===== src/rtl/mem_ctrl_pkg.sv =====
// Shared constants for the data-RAM access path: funct3 codes, byte-enable
// patterns and the arbiter FSM state encoding.
package mem_ctrl_pkg;

  localparam logic [2:0] F3_B  = 3'd0;
  localparam logic [2:0] F3_H  = 3'd1;
  localparam logic [2:0] F3_W  = 3'd2;
  localparam logic [2:0] F3_BU = 3'd4;
  localparam logic [2:0] F3_HU = 3'd5;

  localparam logic [3:0] BE_NONE    = 4'b0000;
  localparam logic [3:0] BE_BYTE    = 4'b0001;
  localparam logic [3:0] BE_HALF_LO = 4'b0011;
  localparam logic [3:0] BE_HALF_HI = 4'b1100;
  localparam logic [3:0] BE_WORD    = 4'b1111;

  typedef enum logic [2:0] {
    ST_IDLE    = 3'd0,
    ST_WRITE   = 3'd1,
    ST_READ    = 3'd2,
    ST_RD_WAIT = 3'd3,
    ST_RESP    = 3'd4
  } state_e;

endpackage


===== src/rtl/ram_access_arbiter_if.sv =====
// Two-requester load/store bus: packed request fields {r1,r0} plus a shared
// response channel steered by per-requester valid bits.
interface ram_access_arbiter_if #(
  parameter int ADDR_W = 8
);
  logic [1:0]              req_valid;
  logic [1:0]              req_ready;
  logic [1:0]              req_we;
  logic [5:0]              req_funct3;
  logic [2*(ADDR_W+2)-1:0] req_addr;
  logic [63:0]             req_wdata;
  logic [1:0]              rsp_valid;
  logic [31:0]             rsp_rdata;
  logic                    rsp_err;

  modport master (
    output req_valid, req_we, req_funct3, req_addr, req_wdata,
    input  req_ready, rsp_valid, rsp_rdata, rsp_err
  );

  modport slave (
    input  req_valid, req_we, req_funct3, req_addr, req_wdata,
    output req_ready, rsp_valid, rsp_rdata, rsp_err
  );
endinterface


===== src/rtl/ram_lane_align.sv =====
// Combinational byte-lane logic: store be/wdata replication and legality check
// for the incoming request, plus load byte/half extraction and extension.
module ram_lane_align
  import mem_ctrl_pkg::*;
(
  input  logic [2:0]  funct3,
  input  logic        we,
  input  logic [1:0]  addr_lo,
  input  logic [31:0] wdata,
  output logic [3:0]  be,
  output logic [31:0] wdata_lane,
  output logic        err,
  input  logic [2:0]  ld_funct3,
  input  logic [1:0]  ld_addr_lo,
  input  logic [31:0] q,
  output logic [31:0] rdata
);

  logic [7:0]  byte_sel;
  logic [15:0] half_sel;

  always_comb begin
    err = 1'b0;
    case (funct3)
      F3_B, F3_BU: err = 1'b0;
      F3_H, F3_HU: err = addr_lo[0];
      F3_W:        err = (addr_lo != 2'b00);
      default:     err = 1'b1;
    endcase
    // Stores only have signed-free encodings SB/SH/SW.
    if (we && (funct3 > F3_W)) begin
      err = 1'b1;
    end
  end

  always_comb begin
    be         = BE_WORD;
    wdata_lane = wdata;
    case (funct3[1:0])
      2'b00: begin
        be         = BE_BYTE << addr_lo;
        wdata_lane = {4{wdata[7:0]}};
      end
      2'b01: begin
        be         = addr_lo[1] ? BE_HALF_HI : BE_HALF_LO;
        wdata_lane = {2{wdata[15:0]}};
      end
      default: ;
    endcase
  end

  assign byte_sel = q[{ld_addr_lo, 3'b000} +: 8];
  assign half_sel = ld_addr_lo[1] ? q[31:16] : q[15:0];

  always_comb begin
    rdata = q;
    case (ld_funct3)
      F3_B:    rdata = {{24{byte_sel[7]}}, byte_sel};
      F3_BU:   rdata = {24'h0, byte_sel};
      F3_H:    rdata = {{16{half_sel[15]}}, half_sel};
      F3_HU:   rdata = {16'h0, half_sel};
      default: rdata = q;
    endcase
  end

endmodule


===== src/rtl/ram_access_arbiter.sv =====
// Round-robin arbiter and transaction sequencer between two load/store
// requesters and a byte-enabled RAM with one-cycle registered read.
module ram_access_arbiter
  import mem_ctrl_pkg::*;
#(
  parameter int ADDR_W = 8,
  parameter int DATA_W = 32
) (
  input  logic                  clk,
  input  logic                  rst_n,
  ram_access_arbiter_if.slave   bus,
  output logic                  ram_we,
  output logic [3:0]            ram_be,
  output logic [ADDR_W-1:0]     ram_waddr,
  output logic [ADDR_W-1:0]     ram_raddr,
  output logic [DATA_W-1:0]     ram_wdata,
  input  logic [DATA_W-1:0]     ram_q
);

  localparam int BA_W = ADDR_W + 2;

  state_e state_reg, state_next;

  logic [2:0]      f3_a    [2];
  logic [BA_W-1:0] addr_a  [2];
  logic [31:0]     wdata_a [2];

  generate
    for (genvar gi = 0; gi < 2; gi++) begin : g_unpack
      assign f3_a[gi]    = bus.req_funct3[gi*3 +: 3];
      assign addr_a[gi]  = bus.req_addr[gi*BA_W +: BA_W];
      assign wdata_a[gi] = bus.req_wdata[gi*32 +: 32];
    end
  endgenerate

  logic              last_reg;
  logic              gnt_reg;
  logic [ADDR_W-1:0] word_addr_reg;
  logic [3:0]        be_reg;
  logic [31:0]       wdata_reg;
  logic [2:0]        f3_reg;
  logic [1:0]        lo_reg;
  logic              err_reg;
  logic [31:0]       rdata_reg;

  logic              win;
  logic              accept;
  logic [2:0]        sel_f3;
  logic [BA_W-1:0]   sel_addr;
  logic [31:0]       sel_wdata;
  logic              sel_we;
  logic [3:0]        lane_be;
  logic [31:0]       lane_wdata;
  logic              lane_err;
  logic [31:0]       lane_rdata;

  // On contention the requester not granted last time wins.
  assign win       = bus.req_valid[1] & (~bus.req_valid[0] | ~last_reg);
  assign sel_f3    = f3_a[win];
  assign sel_addr  = addr_a[win];
  assign sel_wdata = wdata_a[win];
  assign sel_we    = bus.req_we[win];

  ram_lane_align u_lane (
    .funct3     (sel_f3),
    .we         (sel_we),
    .addr_lo    (sel_addr[1:0]),
    .wdata      (sel_wdata),
    .be         (lane_be),
    .wdata_lane (lane_wdata),
    .err        (lane_err),
    .ld_funct3  (f3_reg),
    .ld_addr_lo (lo_reg),
    .q          (ram_q),
    .rdata      (lane_rdata)
  );

  always_comb begin
    state_next    = state_reg;
    accept        = 1'b0;
    bus.req_ready = 2'b00;
    case (state_reg)
      ST_IDLE: begin
        if (|bus.req_valid) begin
          accept             = 1'b1;
          bus.req_ready[win] = 1'b1;
          if (lane_err) begin
            state_next = ST_RESP;
          end else if (sel_we) begin
            state_next = ST_WRITE;
          end else begin
            state_next = ST_READ;
          end
        end
      end
      ST_WRITE:   state_next = ST_RESP;
      ST_READ:    state_next = ST_RD_WAIT;
      ST_RD_WAIT: state_next = ST_RESP;
      ST_RESP:    state_next = ST_IDLE;
      default:    state_next = ST_IDLE;
    endcase
  end

  always_ff @(posedge clk or negedge rst_n) begin
    if (!rst_n) begin
      state_reg     <= ST_IDLE;
      last_reg      <= 1'b1;
      gnt_reg       <= 1'b0;
      word_addr_reg <= '0;
      be_reg        <= BE_NONE;
      wdata_reg     <= '0;
      f3_reg        <= '0;
      lo_reg        <= '0;
      err_reg       <= 1'b0;
      rdata_reg     <= '0;
    end else begin
      state_reg <= state_next;
      if (accept) begin
        last_reg      <= win;
        gnt_reg       <= win;
        word_addr_reg <= sel_addr[BA_W-1:2];
        be_reg        <= lane_be;
        wdata_reg     <= lane_wdata;
        f3_reg        <= sel_f3;
        lo_reg        <= sel_addr[1:0];
        err_reg       <= lane_err;
        rdata_reg     <= '0;
      end else if (state_reg == ST_RD_WAIT) begin
        rdata_reg <= lane_rdata;
      end
    end
  end

  assign ram_we    = (state_reg == ST_WRITE);
  assign ram_be    = ram_we ? be_reg : BE_NONE;
  assign ram_wdata = ram_we ? wdata_reg : '0;
  assign ram_waddr = word_addr_reg;
  assign ram_raddr = word_addr_reg;

  assign bus.rsp_valid = (state_reg == ST_RESP) ? (gnt_reg ? 2'b10 : 2'b01) : 2'b00;
  assign bus.rsp_rdata = (state_reg == ST_RESP) ? rdata_reg : '0;
  assign bus.rsp_err   = (state_reg == ST_RESP) & err_reg;

endmodule

===== src/flat_wrapper.sv =====
// flat-port wrapper written by rule: the top's interface ports become plain ports
module ram_access_arbiter_flat import mem_ctrl_pkg::*;
#(
  parameter int ADDR_W = 8,
  parameter int DATA_W = 32
)
  (clk, rst_n, ram_we, ram_be, ram_waddr, ram_raddr, ram_wdata, ram_q, bus_req_valid, bus_req_we, bus_req_funct3, bus_req_addr, bus_req_wdata, bus_req_ready, bus_rsp_valid, bus_rsp_rdata, bus_rsp_err);
  ram_access_arbiter_if #(.ADDR_W(ADDR_W)) bus_i ();
  input  logic clk;
  input  logic rst_n;
  output logic ram_we;
  output logic [3:0] ram_be;
  output logic [ADDR_W-1:0] ram_waddr;
  output logic [ADDR_W-1:0] ram_raddr;
  output logic [DATA_W-1:0] ram_wdata;
  input  logic [DATA_W-1:0] ram_q;
  input wire logic [$bits(bus_i.req_valid)-1:0] bus_req_valid;
  input wire logic [$bits(bus_i.req_we)-1:0] bus_req_we;
  input wire logic [$bits(bus_i.req_funct3)-1:0] bus_req_funct3;
  input wire logic [$bits(bus_i.req_addr)-1:0] bus_req_addr;
  input wire logic [$bits(bus_i.req_wdata)-1:0] bus_req_wdata;
  output wire logic [$bits(bus_i.req_ready)-1:0] bus_req_ready;
  output wire logic [$bits(bus_i.rsp_valid)-1:0] bus_rsp_valid;
  output wire logic [$bits(bus_i.rsp_rdata)-1:0] bus_rsp_rdata;
  output wire logic [$bits(bus_i.rsp_err)-1:0] bus_rsp_err;
  assign bus_i.req_valid = bus_req_valid;
  assign bus_i.req_we = bus_req_we;
  assign bus_i.req_funct3 = bus_req_funct3;
  assign bus_i.req_addr = bus_req_addr;
  assign bus_i.req_wdata = bus_req_wdata;
  assign bus_req_ready = bus_i.req_ready;
  assign bus_rsp_valid = bus_i.rsp_valid;
  assign bus_rsp_rdata = bus_i.rsp_rdata;
  assign bus_rsp_err = bus_i.rsp_err;
  ram_access_arbiter #(.ADDR_W(ADDR_W), .DATA_W(DATA_W)) u_core (.clk(clk), .rst_n(rst_n), .bus(bus_i), .ram_we(ram_we), .ram_be(ram_be), .ram_waddr(ram_waddr), .ram_raddr(ram_raddr), .ram_wdata(ram_wdata), .ram_q(ram_q));
endmodule

===== config.mk =====
export PLATFORM = sky130hd
export DESIGN_NAME = ram_access_arbiter_flat
export DESIGN_NICKNAME = d
export VERILOG_FILES = /design/src/rtl/mem_ctrl_pkg.sv /design/src/rtl/ram_access_arbiter_if.sv /design/src/rtl/ram_lane_align.sv /design/src/rtl/ram_access_arbiter.sv /design/src/flat_wrapper.sv
export SDC_FILE = /design/constraint.sdc
export NUM_CORES = 1
export LEC_CHECK = 0
export CAP_MARGIN = 20
export CELL_PAD_IN_SITES_DETAIL_PLACEMENT = 2
export CELL_PAD_IN_SITES_GLOBAL_PLACEMENT = 2
export CORE_UTILIZATION = 23
export CTS_BUF_LIST = sky130_fd_sc_hd__clkbuf_2
export DETAILED_ROUTE_END_ITERATION = 8
export HOLD_SLACK_MARGIN = 0.05
export PLACE_DENSITY_LB_ADDON = 0.1
export SLEW_MARGIN = 40
export SYNTH_ARGS = -nofsm -noshare
export SYNTH_HDL_FRONTEND = slang
export SYNTH_SLANG_ARGS = --single-unit
export TNS_END_PERCENT = 1

===== constraint.sdc =====
create_clock -name clk -period 1.6 [get_ports clk]
set_input_delay 0.24 -clock clk [delete_from_list [all_inputs] [get_ports clk]]
set_output_delay 0.24 -clock clk [all_outputs]
set_load 0.05 [all_outputs]

=== Yosys cells after proc, flatten, opt, wreduce, memory -nomap -nowiden ===
Index checks and enable logic that the tools add are counted.

* Register bits after elaboration: 87
* Bits in latches: 0
* RAM bits: 0
* ROM bits: 0
* Output and inout port bits: 90
* Memories kept: 0

* Add/subtract/negate cells: 0
* Multipliers: 0
* Div/mod/pow operators: 0
* $lt $le $gt $ge: 4
* Equality and inequality tests: 13
* Shifts and indexed selects: 2
* Muxes and demuxes: 35
* Bitwise operators: 6
* Reduce and logical (&&, ||, !) cells: 12

{| class="wikitable"
|+ Operators with widths
! operator !! number
|-
| two-way mux 32 bit || 7
|-
| case mux 32 bit (4 select lines) || 1
|-
| case mux 32 bit (2 select lines) || 1
|-
| indexed part select 32 x 6 -> 8 bit || 1
|-
| two-way mux 10 bit || 3
|-
| two-way mux 16 bit || 1
|-
| equality test 3 bit (second input constant) || 5
|-
| two-way mux 3 bit || 5
|-
| two-way mux 2 bit || 5
|-
| equality test 3 x 1 -> 1 bit (second input constant) || 3
|-
| equality test 3 x 2 -> 1 bit (second input constant) || 3
|-
| zero test 3 bit || 3
|-
| case mux 3 bit (3 select lines) || 1
|-
| two-way mux 4 bit || 2
|-
| case mux 4 bit (2 select lines) || 1
|-
| OR reduction 2 bit || 4
|-
| two-way mux 1 bit || 6
|-
| nonzero test 2 bit || 2
|-
| left shift 1 x 2 -> 4 bit (first input constant) || 1
|-
| greater-than comparator 3 x 2 -> 1 bit (second input constant) || 1
|-
| case mux 1 bit (3 select lines) || 1
|-
| bitwise AND 1 bit || 2
|-
| equality test 2 x 1 -> 1 bit (second input constant) || 1
|-
| greater-or-equal comparator 2 bit (second input constant) || 1
|-
| 9 further kinds || 11
|}

=== Logic depth before layout (Yosys ltp) ===
* Depth after elaboration: 14
* Depth in mapped cells: 7
* Gate-level depth less buffers: 4

=== Cells and area by module ===
From an unflattened synthesis, not the netlist that was laid out.

* Cells, all modules: 599
* Area, all modules: 5627.9 µm²

{| class="wikitable"
|+ Modules (own cells, without submodules)
! module !! times used !! cells each !! area each (µm²)
|-
| ram_access_arbiter || 1 || 410 || 4430.5
|-
| ram_lane_align || 1 || 189 || 1197.4
|}

=== Worst setup path after synthesis ===
Ideal clock, no wire load.

* Path kind: reg2out
* From: register u_core.state_reg[2]
* To: output port ram_be[0]
* Arrival time: 2.019 ns
* Slack: -0.659 ns
* Stages on the path, launching flop included: 5
* Buffers on the path: 1
* Path through: dfrtp_1 nand2b_1 nor2_1 clkbuf_1 and2_1

* Longest elaborated chain between the ends: 2

{| class="wikitable"
|+ Ends and longest elaborated chain
! item !! RTL line !! RTL
|-
| start, declared || ram_access_arbiter.sv:22 || <nowiki>state_e state_reg, state_next;</nowiki>
|-
| start signal, assigned || ram_access_arbiter.sv:117 || <nowiki>state_reg <= state_next;</nowiki>
|-
| equality test 3 x 1 -> 1 bit || ram_access_arbiter.sv:134 || <nowiki>assign ram_we = (state_reg == ST_WRITE);</nowiki>
|-
| named net ram_we || flat_wrapper.sv:11 || <nowiki>output logic ram_we;</nowiki>
|-
| two-way mux 4 bit || ram_access_arbiter.sv:135 || <nowiki>assign ram_be = ram_we ? be_reg : BE_NONE;</nowiki>
|-
| end, declared || flat_wrapper.sv:12 || <nowiki>output logic [3:0] ram_be;</nowiki>
|}

The timed path passes the listed nets, and every way through them passes these cells.

=== Worst setup path in the final report ===
* From: register u_core.state_reg[2]
* To: output port bus_req_ready[0]

* Longest elaborated chain between the ends: 2

{| class="wikitable"
|+ Ends and longest elaborated chain
! item !! RTL line !! RTL
|-
| zero test 3 bit || ram_access_arbiter.sv:82 || <nowiki>case (state_reg)</nowiki>
|-
| two-way mux 2 bit || ram_access_arbiter.sv:82 ||
|-
| end, declared || flat_wrapper.sv:22 || <nowiki>output wire logic [$bits(bus_i.req_ready)-1:0] bus_req_ready;</nowiki>
|}

No other way between the ends.

==> results.toml <==
[floorplanning]
start_util = 0.236
dieArea_sq_mm = 0.0248
io_pins = 218
num_rows = 56
core_sq_mm = 0.0235
die_h_um = 157
fp.dieW_um = 157

[global_route]
grtUsageTotal = 0.234
overflow = 0
grt_pass1_wl_um = 42600
grt_max_degree = 41
grt_pass1_vias = 6692
antenna_found_initial = 2

[power_and_ir_drop]
power_frac_clock = 0.086
power_mw = 15.6
power-per-cell-area_mw_per_mm2 = 1530
switching_share = 0.473
ir_worst_vdd_v = 0.00104
p_sw_mw = 7.39
seqPwrFrac = 0.235
combPwrFrac = 0.679
p_leak_nw = 4.52
power.internal_mw = 8.24

[synthesis]
synth_edf_count = 0
ys.flop_type = "dfrtp_1"
synth_seq_cells = 87
synth_cell_types = 49
synth_nets = 758
syn_area_per_cell_sq_um = 8.81
yosysSeqAreaShare = 0.392
async_flop_share = 1.00
netlist_area_sq_mm = 0.00555
yosysWarningCount = 0
syn_inst = 630

[placed_design]
portBuffers = 217
dpl.cell_count = 1197
place.gp.congestion = 0.800
dp_hpwl_um = 21000

[setup_path]
path_class = "reg -> out"
reg2reg_to = "u_core.rdata_reg[20]"
crit_end = "bus_req_ready[0]"
worstReg2RegStart = "u_core.state_reg[2]"
critPathArrivalTime_ns = 2.17
ff2ff_path_depth = 7
setup.worst_path.start = "u_core.state_reg[2]"
cp_data_required_time_ns = 1.36
reg2reg_slack_ns = -0.45
start_kind = "flip-flop"
cp_max_fo = 4
end_kind = "output port"

[timing]
fmax_mhz = 414
relSlewSlack = 0.486
fin_skew_ns = 0.0610
rsz0062_at_grt = "yes"
tightest_slew_ns = 0.768
min_period_over_period = 1.51
finalMaxSlewViolations = 0
min_period_ns = 2.41
setup_violations = 156
worst_slack_ns = -0.813
timing_hold_violations_final = 0

[final_layout]
drive_gt1_frac = 0.358
syn_to_final_growth_pct = 84.2
multi_input_area_sq_mm = 0.00334
layout.nets = 1039
fill_cells = 2500
final_cells = 1237
regArea_sq_mm = 0.00218

[route]
dr_total_vias = 6126
first_pass_iters = 4
antenna_left = 0
drtIter0Drc = 288
vias_per_cell = 4.95
drc = 0
wl_per_cell_um = 23.1
wirelength_um = 28500

[job]
cap_violations = 0

[min_path]
hp-class = "in -> reg"

[clock_network]
clockRootBuffer = "clkbuf_2"
clk_pin_slew_ns = 0.33
htreeDepth = 3
clk_latency_ns = 0.64
tritoncts = "done"
cts_buffers = 9
cts.sinks = 87
cts_buffer_depth = 2

[status]
status = "finished with violations"
violations = "setup timing"
worst min-delay path by stage:
stage	slack [ns]	cells past startpoint	from	end
after floorplan	-0.06	0	rst_n	u_core.be_reg[0]
after global placement	0.23	1	rst_n	u_core.wdata_reg[20]
after detailed placement	0.23	1	rst_n	u_core.wdata_reg[20]
after CTS	0.09	3	bus_req_addr[6]	u_core.ram_raddr[4]
after global routing	0.11	3	bus_req_addr[14]	u_core.ram_raddr[2]
final	0.13	3	bus_req_addr[14]	u_core.ram_raddr[2]
area by class of cell:
cell class / instances / area share
Timing Repair Buffer: 332 / 0.408
Multi-Input combinational cell: 478 / 0.326
Sequential cell: 87 / 0.213
Tap cell: 319 / 0.0390
Clock inverter: 7 / 0.00820
Clock buffer: 9 / 0.00440
Inverter: 3 / 0.00110
Antenna cell: 2 / 0.000489
repair_timing:
| item | CTS | global route |
|---|---|---|
| setup buffers | 10 | 2 |
| hold endpoints to repair | 87 | 0 |
| hold buffers | 4 | 0 |
| pin swaps | 43 | 6 |
| resized for setup | 96 | 13 |
| cloned | 6 | 1 |
| setup endpoints to repair | 158 | 166 |
per-layer routing:
metal / share of wire / GRT usage
met2: 0.47 / 0.378
met3: 0.047 / 0.0396
met1: 0.47 / 0.321
met5: 0 / 0
met4: 0.015 / 0.0633
power by group through the flow:
stage | Clock, mW | Sequential, mW | Combinational, mW
detailed placement | 0 | 3.64 | 9.32
global placement | 0 | 3.60 | 9.03
finish | 1.34 | 3.67 | 10.6
CTS | 1.38 | 3.66 | 10.5
global route | 1.49 | 3.77 | 11.2
floorplan | 0 | 3.76 | 4.88
cell families (layout without fill, tap and decap cells):
kind of cell | after synthesis | count (layout) | share of synthesized area
multiplexers | 73 | 73 | 0.139
flip-flops | 87 | 87 | 0.392
AND/OR/NAND/NOR | 251 | 251 | 0.222
buffers and inverters | 65 | 351 | 0.0593
AO/OA/AOI/OAI | 154 | 154 | 0.187
other | 0 | 2 | 0
worst max-delay path, cell delays in order, from the launching register on:
cell and delay [ns]:
dfrtp_1 0.48, buf_4 0.15, or4_4 0.59, nor2_4 0.16, buf_12 0.15
synth_stat cells (8+ instances only):
library cell / count / area [sq um]
a21o_1: 13 / 97.6
a21oi_1: 14 / 70.1
a221o_1: 16 / 160
a31oi_1: 20 / 125
a32oi_1: 8 / 70.1
and2_1: 40 / 250
and3_1: 34 / 213
buf_2: 13 / 65.1
buf_4: 10 / 75.1
clkbuf_1: 32 / 120
dfrtp_1: 86 / 2150
mux2_2: 24 / 270
mux2i_1: 48 / 480
nand2_1: 114 / 428
nand2b_1: 9 / 56.3
nor2_1: 30 / 113
o21ai_0: 49 / 245
o21ai_1: 11 / 55.1
layout by cell type (no fill, tap or decap), types with 20 or more instances in the layout:
cell type	n
nand2_1	113
nor2_1	26
mux2_2	24
and2_4	37
o21ai_0	46
clkdlybuf4s50_1	126
buf_12	91
and3_4	22
a31oi_1	20
mux2i_1	48
dfrtp_1	86
buf_4	86
metrics by stage:
step	setup TNS, ns	area [sq um]	worst slack, ns	hold WS (ns)	util
finish	-70.77	10200	-0.813	0.132	0.434
global route	-82.03	10200	-0.903	0.108	0.434
CTS	-64.91	10100	-0.841	0.0880	0.431
detailed placement	-35.39	9440	-0.554	0.233	0.401
global placement	-31.50	9430	-0.484	0.232	0.401
floorplan	-3.72	5620	-0.143	-0.0556	-
No activity file was read; power rests on OpenSTA's default activity.
